$ cat src/rtl/mux_scan_sampler_if.sv
// Bus between the scan controller and whatever drives/observes it:
// start request, mux output feedback, select drive and the scan result.
interface mux_scan_sampler_if #(
    parameter int N = 4
);
    localparam int SEL_W = $clog2(N);

    logic             start;
    logic             y;
    logic [SEL_W-1:0] sel;
    logic             busy;
    logic             done;
    logic [N-1:0]     data;

    modport master (
        output start,
        output y,
        input  sel,
        input  busy,
        input  done,
        input  data
    );

    modport slave (
        input  start,
        input  y,
        output sel,
        output busy,
        output done,
        output data
    );
endinterface

$ cat src/rtl/mux_scan_sampler.sv
// Walks an N-to-1 mux select through every channel, waits SETTLE extra cycles
// on each, samples the mux output and publishes the assembled word atomically.
module mux_scan_sampler #(
    parameter int N      = 4,
    parameter int SETTLE = 1
) (
    input  logic               clk,
    input  logic               n_reset,
    mux_scan_sampler_if.slave  bus
);
    localparam int               SEL_W  = $clog2(N);
    localparam logic [SEL_W-1:0] LAST   = SEL_W'(N - 1);
    localparam logic [3:0]       RELOAD = 4'(SETTLE);

    typedef enum logic {IDLE, SCAN} state_t;

    state_t           state, state_nxt;
    logic [SEL_W-1:0] chan, chan_nxt;
    logic [3:0]       wait_cnt, wait_nxt;
    logic [N-1:0]     shadow, shadow_nxt;
    logic [N-1:0]     data_q, data_nxt;
    logic             done_q, done_nxt;

    always_ff @(posedge clk or negedge n_reset) begin
        if (!n_reset) begin
            state    <= IDLE;
            chan     <= '0;
            wait_cnt <= '0;
            shadow   <= '0;
            data_q   <= '0;
            done_q   <= 1'b0;
        end else begin
            state    <= state_nxt;
            chan     <= chan_nxt;
            wait_cnt <= wait_nxt;
            shadow   <= shadow_nxt;
            data_q   <= data_nxt;
            done_q   <= done_nxt;
        end
    end

    always_comb begin
        state_nxt  = state;
        chan_nxt   = chan;
        wait_nxt   = wait_cnt;
        shadow_nxt = shadow;
        data_nxt   = data_q;
        done_nxt   = 1'b0;
        case (state)
            IDLE: begin
                if (bus.start) begin
                    state_nxt  = SCAN;
                    chan_nxt   = '0;
                    wait_nxt   = RELOAD;
                    shadow_nxt = '0;
                end
            end
            SCAN: begin
                if (wait_cnt != 4'd0) begin
                    wait_nxt = wait_cnt - 4'd1;
                end else begin
                    shadow_nxt[chan] = bus.y;
                    if (chan != LAST) begin
                        chan_nxt = chan + 1'b1;
                        wait_nxt = RELOAD;
                    end else begin
                        // Last channel goes straight into data so the word updates in one edge.
                        data_nxt        = shadow;
                        data_nxt[N-1]   = bus.y;
                        done_nxt        = 1'b1;
                        chan_nxt        = '0;
                        state_nxt       = IDLE;
                    end
                end
            end
            default: state_nxt = IDLE;
        endcase
    end

    assign bus.sel  = chan;
    assign bus.busy = (state == SCAN);
    assign bus.done = done_q;
    assign bus.data = data_q;
endmodule

$ cat src/flat_wrapper.sv
// flat-port wrapper written by rule: the top's interface ports become plain ports
module mux_scan_sampler_flat 
#(
    parameter int N      = 4,
    parameter int SETTLE = 1
)
  (clk, n_reset, bus_start, bus_y, bus_sel, bus_busy, bus_done, bus_data);
  mux_scan_sampler_if #(.N(N)) bus_i ();
  input  logic clk;
  input  logic n_reset;
  input wire logic [$bits(bus_i.start)-1:0] bus_start;
  input wire logic [$bits(bus_i.y)-1:0] bus_y;
  output wire logic [$bits(bus_i.sel)-1:0] bus_sel;
  output wire logic [$bits(bus_i.busy)-1:0] bus_busy;
  output wire logic [$bits(bus_i.done)-1:0] bus_done;
  output wire logic [$bits(bus_i.data)-1:0] bus_data;
  assign bus_i.start = bus_start;
  assign bus_i.y = bus_y;
  assign bus_sel = bus_i.sel;
  assign bus_busy = bus_i.busy;
  assign bus_done = bus_i.done;
  assign bus_data = bus_i.data;
  mux_scan_sampler #(.N(N), .SETTLE(SETTLE)) u_core (.clk(clk), .n_reset(n_reset), .bus(bus_i));
endmodule
$ cat config.mk
export PLATFORM = sky130hd
export DESIGN_NAME = mux_scan_sampler_flat
export DESIGN_NICKNAME = d
export VERILOG_FILES = /design/src/rtl/mux_scan_sampler_if.sv /design/src/rtl/mux_scan_sampler.sv /design/src/flat_wrapper.sv
export SDC_FILE = /design/constraint.sdc
export NUM_CORES = 1
export LEC_CHECK = 0
export BUFFER_PORTS_ARGS = -buffer_cell sky130_fd_sc_hd__buf_2
export CAP_MARGIN = 20
export CORE_UTILIZATION = 55
export CTS_CLUSTER_DIAMETER = 200
export DETAILED_ROUTE_END_ITERATION = 10
export GPL_TIMING_DRIVEN = 0
export PLACE_DENSITY = 0.87
export SETUP_SLACK_MARGIN = 0.1
export SLEW_MARGIN = 10
export SYNTH_ARGS = -nofsm -noshare
export SYNTH_HDL_FRONTEND = slang
export SYNTH_SLANG_ARGS = --single-unit
$ cat constraint.sdc
create_clock -name clk -period 3.9 [get_ports clk]
set_clock_uncertainty 0.2 [all_clocks]
set_input_delay 0.195 -clock clk [delete_from_list [all_inputs] [get_ports clk]]
set_output_delay 0.195 -clock clk [all_outputs]
set_load 0.03 [all_outputs]
### Word-level counts from Yosys, hierarchy flattened

Index checks and enable logic that the tools add are counted.
Widths: inputs -> output; s select.

* bits in registers: 16

* $add $sub $neg: 2
* $lt $le $gt $ge: 2
* equal/unequal tests: 4
* mux-type cells: 21
* bitwise gates (word level): 3
* reductions and logical operators: 5

Operator list (count)
* $mux 4: 5
* $pmux 4 s2: 2
* $mux 1: 7
* $mux 2: 3
* $ne 2x2->1 const B: 3
* $bwmux 4: 1
* $pmux 2 s2: 1
* $reduce_and 2->1: 2
* $reduce_bool 4->1: 1
* $sub 4x1->4 const B: 1
* $lt 2x3->1 const B: 1
* $ne 3x3->1 const B: 1
* $not 1->1: 3
* $reduce_and 3->1: 1
* $add 2x1->2 const B: 1
* $demux 1 s2: 1
* $ge 2x1->1 const B: 1
* $pmux 1 s2: 1
* $logic_and 1x1->1: 1

### Depth between registers and ports, before layout

* depth in word-level cells: 7
* gate-level depth with buffers: 6
* gate-level depth less buffers: 5

### Worst setup path before layout

OpenSTA, ideal clock, no wires.

* path kind: flip-flop to flip-flop
* start point: register u_core.wait_cnt[0]
* end point: register u_core.data_q[0] (netlist: u_core.bus.data[0])
* setup time: 0.125 ns
* arrival: 1.428 ns
* data required time: 3.575 ns
* path slack: 2.147 ns
* cell stages (with the launch flop): 7
* clock period less this slack: 1.753 ns
* path through: dfrtp_1 inv_1 ha_1 nor3b_2 and3_1 buf_6 mux2_4

* word-level cells in the longest chain between the ends: 3

Ends and longest elaborated chain
* from (decl): line mux_scan_sampler.sv:19 `logic [3:0] wait_cnt, wait_nxt;`
* from (signal assigned): line mux_scan_sampler.sv:35 `wait_cnt <= wait_nxt;`
* $reduce_bool 4->1: line mux_scan_sampler.sv:59 `if (wait_cnt != 4'd0) begin`
* $not 1->1 (no line)
* $reduce_and 3->1 (no line)
* to (signal assigned): line mux_scan_sampler.sv:37 `data_q <= data_nxt;`
* to (decl): line mux_scan_sampler.sv:21 `logic [N-1:0] data_q, data_nxt;`

Every way passes these cells.
A chain may end at the register's enable or synchronous reset.

### Final worst setup path

* start point: register u_core.wait_cnt[0]
* end point: register u_core.data_q[1] (netlist: u_core.bus.data[1])

Same word-level chain as after synthesis.

==> results.yml <==
finish:
  layout_commonest_cell: "dfrtp_1"
  fin_util: 0.693
  drive_above_1_share: 0.258
  nets: 100
  fillers: 99
  final_cell_mix: "dfrtp_1, buf_2, nand2_1, ha_1, inv_1"
  fin_area_um2: 913
  n_antenna_cell: 0
  syn2layout_area_growth_pct: 15.1
sta:
  slew_headroom: 0.683
  timing.final.crit_share: 0.490
  finalSetupTns_ps: 0
  finalHoldViolCount: 0
  period_minus_slack_ps: 1910
  timing.final.max_slew_violations: 0
  finalSetupViolCount: 0
  max_freq_mhz: 524
  worst_slew_pin_slew_ps: 474
  rsz0062_at_grt: "false"
logic_synthesis:
  seq_area_frac_synth: 0.473
  synth_seq_cells: 15
  synth_ff_type: "dfrtp_1"
  syn_inst: 72
  synth_edf_count: 0
  ys_types: 27
  synth_area_per_cell_um2: 11.0
  synth_nets: 82
  syn_area_um2: 793
  ys.warnings.count: 0
  async_reset_ff_frac: 1.00
power_and_ir_drop:
  clock_power_share: 0.121
  intPower_uw: 422
  power_uw: 729
  p_sw_uw: 307
  leakage_nw: 0.454
  ir_worst_vdd_v: 0.000450
  p_seq_frac: 0.395
  p_per_area_mw_per_mm2: 798
  power_frac_comb: 0.484
  switching_share: 0.421
clock_network:
  ctsHoldBuffers: 2
  clk_latency_ps: 280
  cts_root_buf: "clkbuf_4"
  numCtsBuffers: 3
  clock_path_buffers: 2
  htreeDepth: 1
  post-cts-setup-buffers: 0
  cts_tree: "yes"
  clk_pin_slew_ps: 90
  ctsResizeCount: 0
  clock_sinks: 15
status:
  outcome: "finished, final reports clean"
detailed_routing:
  drc: 0
  drt_iter0_markers: 20
  via_per_inst: 5.68
  drtPass1Iterations: 4
  wl_per_cell_um: 14.1
  wirelength_mm: 1.46
  vias: 591
  ant_nets: 0
setup_path:
  crit_fanout: 6
  crit_path_end: "u_core.bus.data[1]$_DFFE_PN0P_"
  path_class: "flop to flop"
  reg2reg_to: "u_core.bus.data[1]$_DFFE_PN0P_"
  r2r-start: "u_core.wait_cnt[0]$_DFFE_PN0P_"
  crit_slowest_cell: "dfrtp_1"
  start_kind: "flop"
  cp.depth: 6
  path_cells: "inv_1 -> ha_1 -> nor3b_2 -> and3_1 -> buf_6 -> mux2_4"
  worstPathArrival_ps: 1880
  reg2regPathDepth: 6
  ff2ff_setup_slack_ps: 1990
  path_buf_inv: 2
  startpoint: "u_core.wait_cnt[0]$_DFFE_PN0P_"
  critPathMaxStageDelay_ps: 420
  crit_family: "simple AND/OR/NAND/NOR gates"
  cp_data_required_time_ps: 3870
  worst_setup_path_end_kind: "flop"
global_route:
  overflow: 0
  grt_max_degree: 16
  grt_first_pass_wirelength_mm: 2.13
  antenna_found_initial: 0
  grt_pass1_vias: 491
  grt_usage: 0.204
placement:
  dpl_cell_area_um2: 867
  numPortBuffers: 11
  place_congestion: 0.754
  dp_hpwl_mm: 1.05
floorplan:
  io_pins: 12
  initial_utilization: 0.602
  dieHeight_um: 40.0
  num_rows: 13
  die_area_mm2: 0.00160
  core_mm2: 0.00132
  die_w_um: 40.0
min_path:
  hold_start: "bus_y"
  hold_path.class: "input pin to flop"
  min_path_cells: 2
job:
  drv_cap: 0
-- state kept, by name (all words and copies together) (netlist names) --
register and cells:
u_core.bus.data 4, u_core.wait_cnt 4, u_core.shadow 3, u_core.bus.sel 2
u_core.bus.busy 1, u_core.bus.done 1
-- cells by family (layout without fill, tap and decap cells) --
logic type / count (synthesis) / after routing / share of synthesized area
fa+ha+maj: 6 / 6 / 0.0946
buf+inv: 8 / 25 / 0.0521
flops: 15 / 15 / 0.473
mux: 4 / 4 / 0.0757
simple gates: 24 / 24 / 0.161
xor+xnor: 3 / 3 / 0.0331
compound gates: 12 / 12 / 0.110
-- area by class of cell --
type / instances / area [um2] / area share
clock buffers: 4 / 26.3 / 0.0288
flip-flops and latches: 15 / 375 / 0.411
inverters: 5 / 18.8 / 0.0205
plain buffers: 3 / 22.5 / 0.0247
repair buffers: 13 / 75.1 / 0.0822
multi-input cells: 49 / 377 / 0.412
well taps: 15 / 18.8 / 0.0205
-- how the worst min path moves through the flow --
stage | endpoint | slack (ps)
CTS | u_core.bus.data[3]$_DFFE_PN0P_ | 0.2
global placement | u_core.wait_cnt[3]$_DFFE_PN0P_ | -90
detailed placement | u_core.wait_cnt[3]$_DFFE_PN0P_ | -80
floorplan | u_core.bus.busy$_DFF_PN0_ | -300
finish | u_core.bus.data[3]$_DFFE_PN0P_ | 6
global route | u_core.bus.data[3]$_DFFE_PN0P_ | 2
-- metal layers --
| metal | share of wire | global-route usage |
|---|---|---|
| met5 | 0 | 0 |
| met4 | 0.0082 | 0.0776 |
| met3 | 0.033 | 0.0500 |
| met2 | 0.48 | 0.327 |
| met1 | 0.48 | 0.264 |
-- per-stage QoR --
stage / hold slack (ps) / setup WS [ps] / instances
detailed placement: -81.6 / 2010 / 98
global route: 1.50 / 1930 / 104
global placement: -91.7 / 2050 / 98
finish: 5.68 / 1990 / 104
CTS: 0.173 / 1990 / 104
floorplan: -301 / 2150 / 72
-- Yosys cell counts, types with 2 or more instances --
library cell | count | area (um2)
dfrtp_1 | 15 | 375
nand2_1 | 10 | 37.5
ha_1 | 6 | 75.1
inv_1 | 5 | 18.8
mux2_4 | 4 | 60.1
nand3_1 | 4 | 20.0
a21o_1 | 3 | 22.5
nand4_1 | 3 | 18.8
xnor2_1 | 3 | 26.3
nor2_1 | 2 | 7.51
-- power groups by stage --
stage,logic [mW],registers [mW],clock network (mW)
3_3_place_gp,0.331,0.285,0
4_1_cts,0.355,0.288,0.0900
2_1_floorplan,0.216,0.334,0
5_1_grt,0.386,0.298,0.0967
3_5_place_dp,0.348,0.290,0
6_report,0.353,0.288,0.0883
(Power assumes the default switching activity.)
